## src/rtl/vga_timing_ctrl.sv

```systemverilog
// vga_timing_ctrl: display timing counters, coordinate request window and registered panel outputs
module vga_timing_ctrl #(
  parameter int H_SYNC   = 128,
  parameter int H_BACK   = 88,
  parameter int H_VALID  = 800,
  parameter int H_FRONT  = 40,
  parameter int V_SYNC   = 3,
  parameter int V_BACK   = 32,
  parameter int V_VALID  = 480,
  parameter int V_FRONT  = 13,
  parameter int PIX_LEAD = 1
) (
  input  logic        clk,
  input  logic        rst,
  input  logic [23:0] color_data_in,
  output logic [9:0]  pix_x,
  output logic [9:0]  pix_y,
  output logic        pix_req,
  output logic        frame_end,
  output logic        vga_hs,
  output logic        vga_vs,
  output logic        vga_de,
  output logic [23:0] vga_rgb
);
  localparam int HA = H_SYNC + H_BACK;
  localparam int VA = V_SYNC + V_BACK;
  localparam logic [10:0] H_END  = 11'(HA + H_VALID + H_FRONT - 1);
  localparam logic [10:0] H_ACT0 = 11'(HA);
  localparam logic [10:0] H_ACT1 = 11'(HA + H_VALID - 1);
  localparam logic [10:0] H_REQ0 = 11'(HA - PIX_LEAD);
  localparam logic [10:0] H_REQ1 = 11'(HA + H_VALID - 1 - PIX_LEAD);
  localparam logic [10:0] H_SY   = 11'(H_SYNC);
  localparam logic [9:0]  V_END  = 10'(VA + V_VALID + V_FRONT - 1);
  localparam logic [9:0]  V_ACT0 = 10'(VA);
  localparam logic [9:0]  V_ACT1 = 10'(VA + V_VALID - 1);
  localparam logic [9:0]  V_SY   = 10'(V_SYNC);
  logic [10:0] cnt_h;
  logic [9:0]  cnt_v;
  logic        h_end;
  logic        v_act;
  logic        active;
  always_comb begin
    h_end     = cnt_h == H_END;
    v_act     = cnt_v >= V_ACT0 && cnt_v <= V_ACT1;
    active    = v_act && cnt_h >= H_ACT0 && cnt_h <= H_ACT1;
    pix_req   = v_act && cnt_h >= H_REQ0 && cnt_h <= H_REQ1;
    pix_x     = pix_req ? 10'(cnt_h - H_REQ0) : 10'h3FF;
    pix_y     = pix_req ? cnt_v - V_ACT0 : 10'h3FF;
    frame_end = h_end && cnt_v == V_END;
  end
  always_ff @(posedge clk or posedge rst) begin
    if (rst) begin
      cnt_h   <= '0;
      cnt_v   <= '0;
      vga_hs  <= 1'b0;
      vga_vs  <= 1'b0;
      vga_de  <= 1'b0;
      vga_rgb <= '0;
    end else begin
      cnt_h   <= h_end ? '0 : cnt_h + 11'd1;
      if (h_end) cnt_v <= frame_end ? '0 : cnt_v + 10'd1;
      vga_hs  <= cnt_h < H_SY;
      vga_vs  <= cnt_v < V_SY;
      vga_de  <= active;
      vga_rgb <= active ? color_data_in : 24'h000000;
    end
  end
endmodule

```

## config.mk

```make
export PLATFORM = sky130hd
export DESIGN_NAME = vga_timing_ctrl
export DESIGN_NICKNAME = d
export VERILOG_FILES = /design/src/rtl/vga_timing_ctrl.sv
export SDC_FILE = /design/constraint.sdc
export NUM_CORES = 1
export LEC_CHECK = 0
export ABC_AREA = 1
export CAP_MARGIN = 0
export CORE_MARGIN = 1
export CORE_UTILIZATION = 53
export CTS_CLUSTER_DIAMETER = 120
export DETAILED_ROUTE_END_ITERATION = 12
export GPL_ROUTABILITY_DRIVEN = 1
export GPL_TIMING_DRIVEN = 0
export PLACE_DENSITY_LB_ADDON = 0.15
export SYNTH_ARGS = -nofsm -noshare
export SYNTH_HDL_FRONTEND = slang
export SYNTH_SLANG_ARGS = --single-unit
```

## constraint.sdc

```tcl
create_clock -name clk -period 3 [get_ports clk]
set_clock_uncertainty 0.15 [all_clocks]
set_input_delay 0.3 -clock clk [delete_from_list [all_inputs] [get_ports clk]]
set_output_delay 0.3 -clock clk [all_outputs]
set_load 0.02 [all_outputs]
```

==> results_tabular.tex <==
\begin{tabular}{lr}
\hline
Metric & Value \\
\hline
\multicolumn{2}{l}{\textbf{STA}} \\
Number of setup violations in the final report & 0 \\
Slew headroom & 78.0\% \\
Measured slew at the worst slew-check pin & 328 ps \\
Post-Route Hold Slack & 106 ps \\
Post-route worst setup slack & 171 ps \\
Tmin final & 2830 ps \\
Portion of the clock cycle consumed by the worst path in the final layout & 94.3\% \\
Number of hold-slack violations in the final timing report & 0 \\
Unrepaired setup endpoints after global routing & false \\
Final Max Tran Viols & 0 \\
Total Negative Setup Slacks & 0 ps \\
Achievable clock frequency & 0.353 GHz \\
\multicolumn{2}{l}{\textbf{Floorplan}} \\
Chip Height & 75.3 um \\
Floorplan core area & 0.00514 mm2 \\
Initial cell density of the core & 55.5\% \\
Number of I/O pins & 75 \\
Area enclosed by the die boundary & 0.00568 mm2 \\
Chip Width & 75.3 um \\
Number of rows in the core area & 26 \\
\multicolumn{2}{l}{\textbf{Power and ir drop}} \\
Ratio of total power to cell area & 313 mW/mm2 \\
PnR Total Power & 1.21 mW \\
Sw frac & 21.1\% \\
Peak supply drop & 0.208 mV \\
Clock power share & 41.8\% \\
Register share of total power & 53.5\% \\
Combinational share of power & 4.7\% \\
Switching power of the nets & 0.255 mW \\
Pint & 0.953 mW \\
Static leakage & 1.97 nW \\
\multicolumn{2}{l}{\textbf{Worst hold path}} \\
Type of the tightest min-delay check & input pin to asynchronous set/reset pin \\
\multicolumn{2}{l}{\textbf{Drt}} \\
Mean number of vias per cell & 4.84 \\
DRC marker count from the first detailed-route iteration & 229 \\
Number of iterations in the first detailed-routing pass & 5 \\
Routed length per instance & 12.6 um \\
Antenna Nets Post-Route & 0 \\
DRC Markers & 0 \\
Total Wirelength & 6560 um \\
Total via count after detailed routing & 2,524 \\
\multicolumn{2}{l}{\textbf{Final layout}} \\
Net count, final & 481 \\
N\_diodes & 0 \\
Area growth, synth to finish & 35.4\% \\
Fraction of the core area covered by cells at the end of the flow & 75.1\% \\
Layout cell share with drive strength beyond 1 & 14.2\% \\
\multicolumn{2}{l}{\textbf{Global routing}} \\
Maximum number of pins on one net before global-route repair & 36 \\
First-pass GRT wire length & 10,500 um \\
Number of global-route vias before repair & 2,350 \\
Overall overflow remaining after global route & 0 \\
Number of antenna violations at the first check in global routing & 0 \\
Total Routing Usage GR & 25.1\% \\
\multicolumn{2}{l}{\textbf{Status}} \\
Status & complete, no violations \\
\multicolumn{2}{l}{\textbf{Worst setup path}} \\
Worst setup path category & flop to output pin \\
Category of the worst setup path launch point & flop \\
CP Capture Type & output pin \\
R2r startpoint & cnt\_h[0] \\
Worst setup startpoint & cnt\_v[0] \\
Worst-path fanout max & 8 \\
Crit path arrival time & 2380 ps \\
Data required, critical path & 2550 ps \\
\multicolumn{2}{l}{\textbf{Yosys}} \\
Fraction of registers with async set/reset & 100\% \\
Mean area per synthesized cell & 7.72 um2 \\
Seq/Total Area, Yosys & 42.1\% \\
Count of state elements after synthesis & 48 \\
Top cells by instance count after synthesis & 92 x sky130\_fd\_sc\_hd\_\_nand2\_1, 74 x sky130\_fd\_sc\_hd\_\_inv\_1, 48 x sky130\_fd\_sc\_hd\_\_dfrtp\_1 \\
Most common cell in the synthesized netlist & sky130\_fd\_sc\_hd\_\_nand2\_1 \\
Synth top area cells & sky130\_fd\_sc\_hd\_\_dfrtp\_1 42\%, sky130\_fd\_sc\_hd\_\_nand2\_1 12\%, sky130\_fd\_sc\_hd\_\_inv\_1 9.7\% \\
Post-synth net total & 399 \\
Number of synthesized flops with an enable pin & 0 \\
Gate Count Post-Synth & 369 \\
Most frequently used flop master after synthesis & sky130\_fd\_sc\_hd\_\_dfrtp\_1 \\
Synth Cell Area & 0.00285 mm2 \\
Share of the synthesized area in the top cell type & 42.1\% \\
Synthesis Warnings & 0 \\
Distinct cells, synth & 23 \\
Largest area contributor in the netlist & sky130\_fd\_sc\_hd\_\_dfrtp\_1 \\
\multicolumn{2}{l}{\textbf{Clocking}} \\
Number of buffers on the longest clock path & 2 \\
Inserted Clock Buffers & 5 \\
TritonCTS clock tree & built \\
Clk\_lat worst skew & 300 ps \\
Clock input transition at the sequential cells of the worst setup and hold paths & 90 ps \\
H-tree depth reported by CTS & 2 \\
Sink Count & 48 \\
Root buf cell & sky130\_fd\_sc\_hd\_\_clkbuf\_8 \\
Hold bufs inserted after CTS & 0 \\
\multicolumn{2}{l}{\textbf{Placed design}} \\
Placer congestion estimate & 0.943 \\
Half-perimeter wire length of the detailed placement result & 4940 um \\
Total of buffers placed on input and output ports & 74 \\
Worst setup slack after placement & 332 ps \\
\multicolumn{2}{l}{\textbf{Job}} \\
Max cap viols & 0 \\
\hline
\end{tabular}
-- final cells by class --
cell class,instances,area [um2]
plain buffers,11,101
clock buffers,6,82.6
clock inverters,2,38.8
fillers,409,1280
inverters,78,293
multi-input cells,232,1250
flip-flops and latches,48,1200
well taps,70,87.6
repair buffers,75,800
-- power by group through the flow --
stage / combinational [mW] / clock (mW) / sequential, mW
floorplan: 0.0178 / 0 / 0.659
detailed placement: 0.0581 / 0 / 0.659
global route: 0.0641 / 0.534 / 0.646
finish: 0.0567 / 0.505 / 0.646
global placement: 0.0534 / 0 / 0.659
CTS: 0.0582 / 0.516 / 0.646
-- state kept, by name, summed over array words and instances (netlist names) --
signal,count
cnt_h,11
cnt_v,10
vga_de,1
vga_hs,1
vga_rgb,24
vga_vs,1
-- critical path: stages (launching register included) --
cell and delay, ps:
sky130_fd_sc_hd__dfrtp_2 470, sky130_fd_sc_hd__ha_1 270, sky130_fd_sc_hd__inv_1 90, sky130_fd_sc_hd__nand3_1 90, sky130_fd_sc_hd__nand2_1 160, sky130_fd_sc_hd__nand3_2 140, sky130_fd_sc_hd__nand3_2 130, sky130_fd_sc_hd__nor2_4 50
sky130_fd_sc_hd__nand2_1 70, sky130_fd_sc_hd__clkdlybuf4s50_1 600
-- per-layer routing --
layer / wire [um] / global-route usage, % / share of wire (%) / vias to the layer above
met2: 3090 / 41.1 / 47 / 98
li1: - / - / - / 1273
met1: 2780 / 31.7 / 42 / 1142
met3: 603 / 8.86 / 9.2 / 11
met4: 91 / 7.20 / 1.4 / 0
met5: 0 / 0 / 0 / -
-- cell usage in the layout (no fill, tap or decap), drive strengths merged, types with 12 or more instances in the layout --
master         Yosys  routed
buf               11      12
clkdlybuf4s50      0      54
dfrtp             48      48
dlymetal6s2s       0      17
inv               78      78
nand2             96      96
nand3             23      23
nor2              40      40
nor3              33      33
o21ai             14      14
xor2              13      13
-- timing repair --
item                                    CTS  global route
endpoints found under the hold margin     0             0
setup buffers                             0             0
endpoints found under the setup margin    7            17
gates resized for setup                   4            17
-- cells by family after synthesis --
family,count (synthesis),synth area share [%]
xor+xnor,14,4.30
compound gates,18,3.16
simple gates,196,34.8
fa+ha+maj,4,1.76
buf+inv,89,13.8
flops,48,42.1
-- metrics by stage --
stage               area (um2)  cells
global placement          3680    513
floorplan                 2850    369
CTS                       3820    522
detailed placement        3700    514
finish                    3860    522
global route              3860    522
-- path summary, 6_finish.rpt --
check	endpoint	slack (ps)	depth (start not counted)
min reg2reg	cnt_h[0]	380	1
max in group asynchronous	vga_rgb[15]	2100	3
min	vga_rgb[13]	110	2
max reg2reg	cnt_v[1]	1070	9
min in group clk	vga_rgb[4]	370	3
max	pix_y[9]	170	9
No activity file was read; power rests on OpenSTA's default activity.
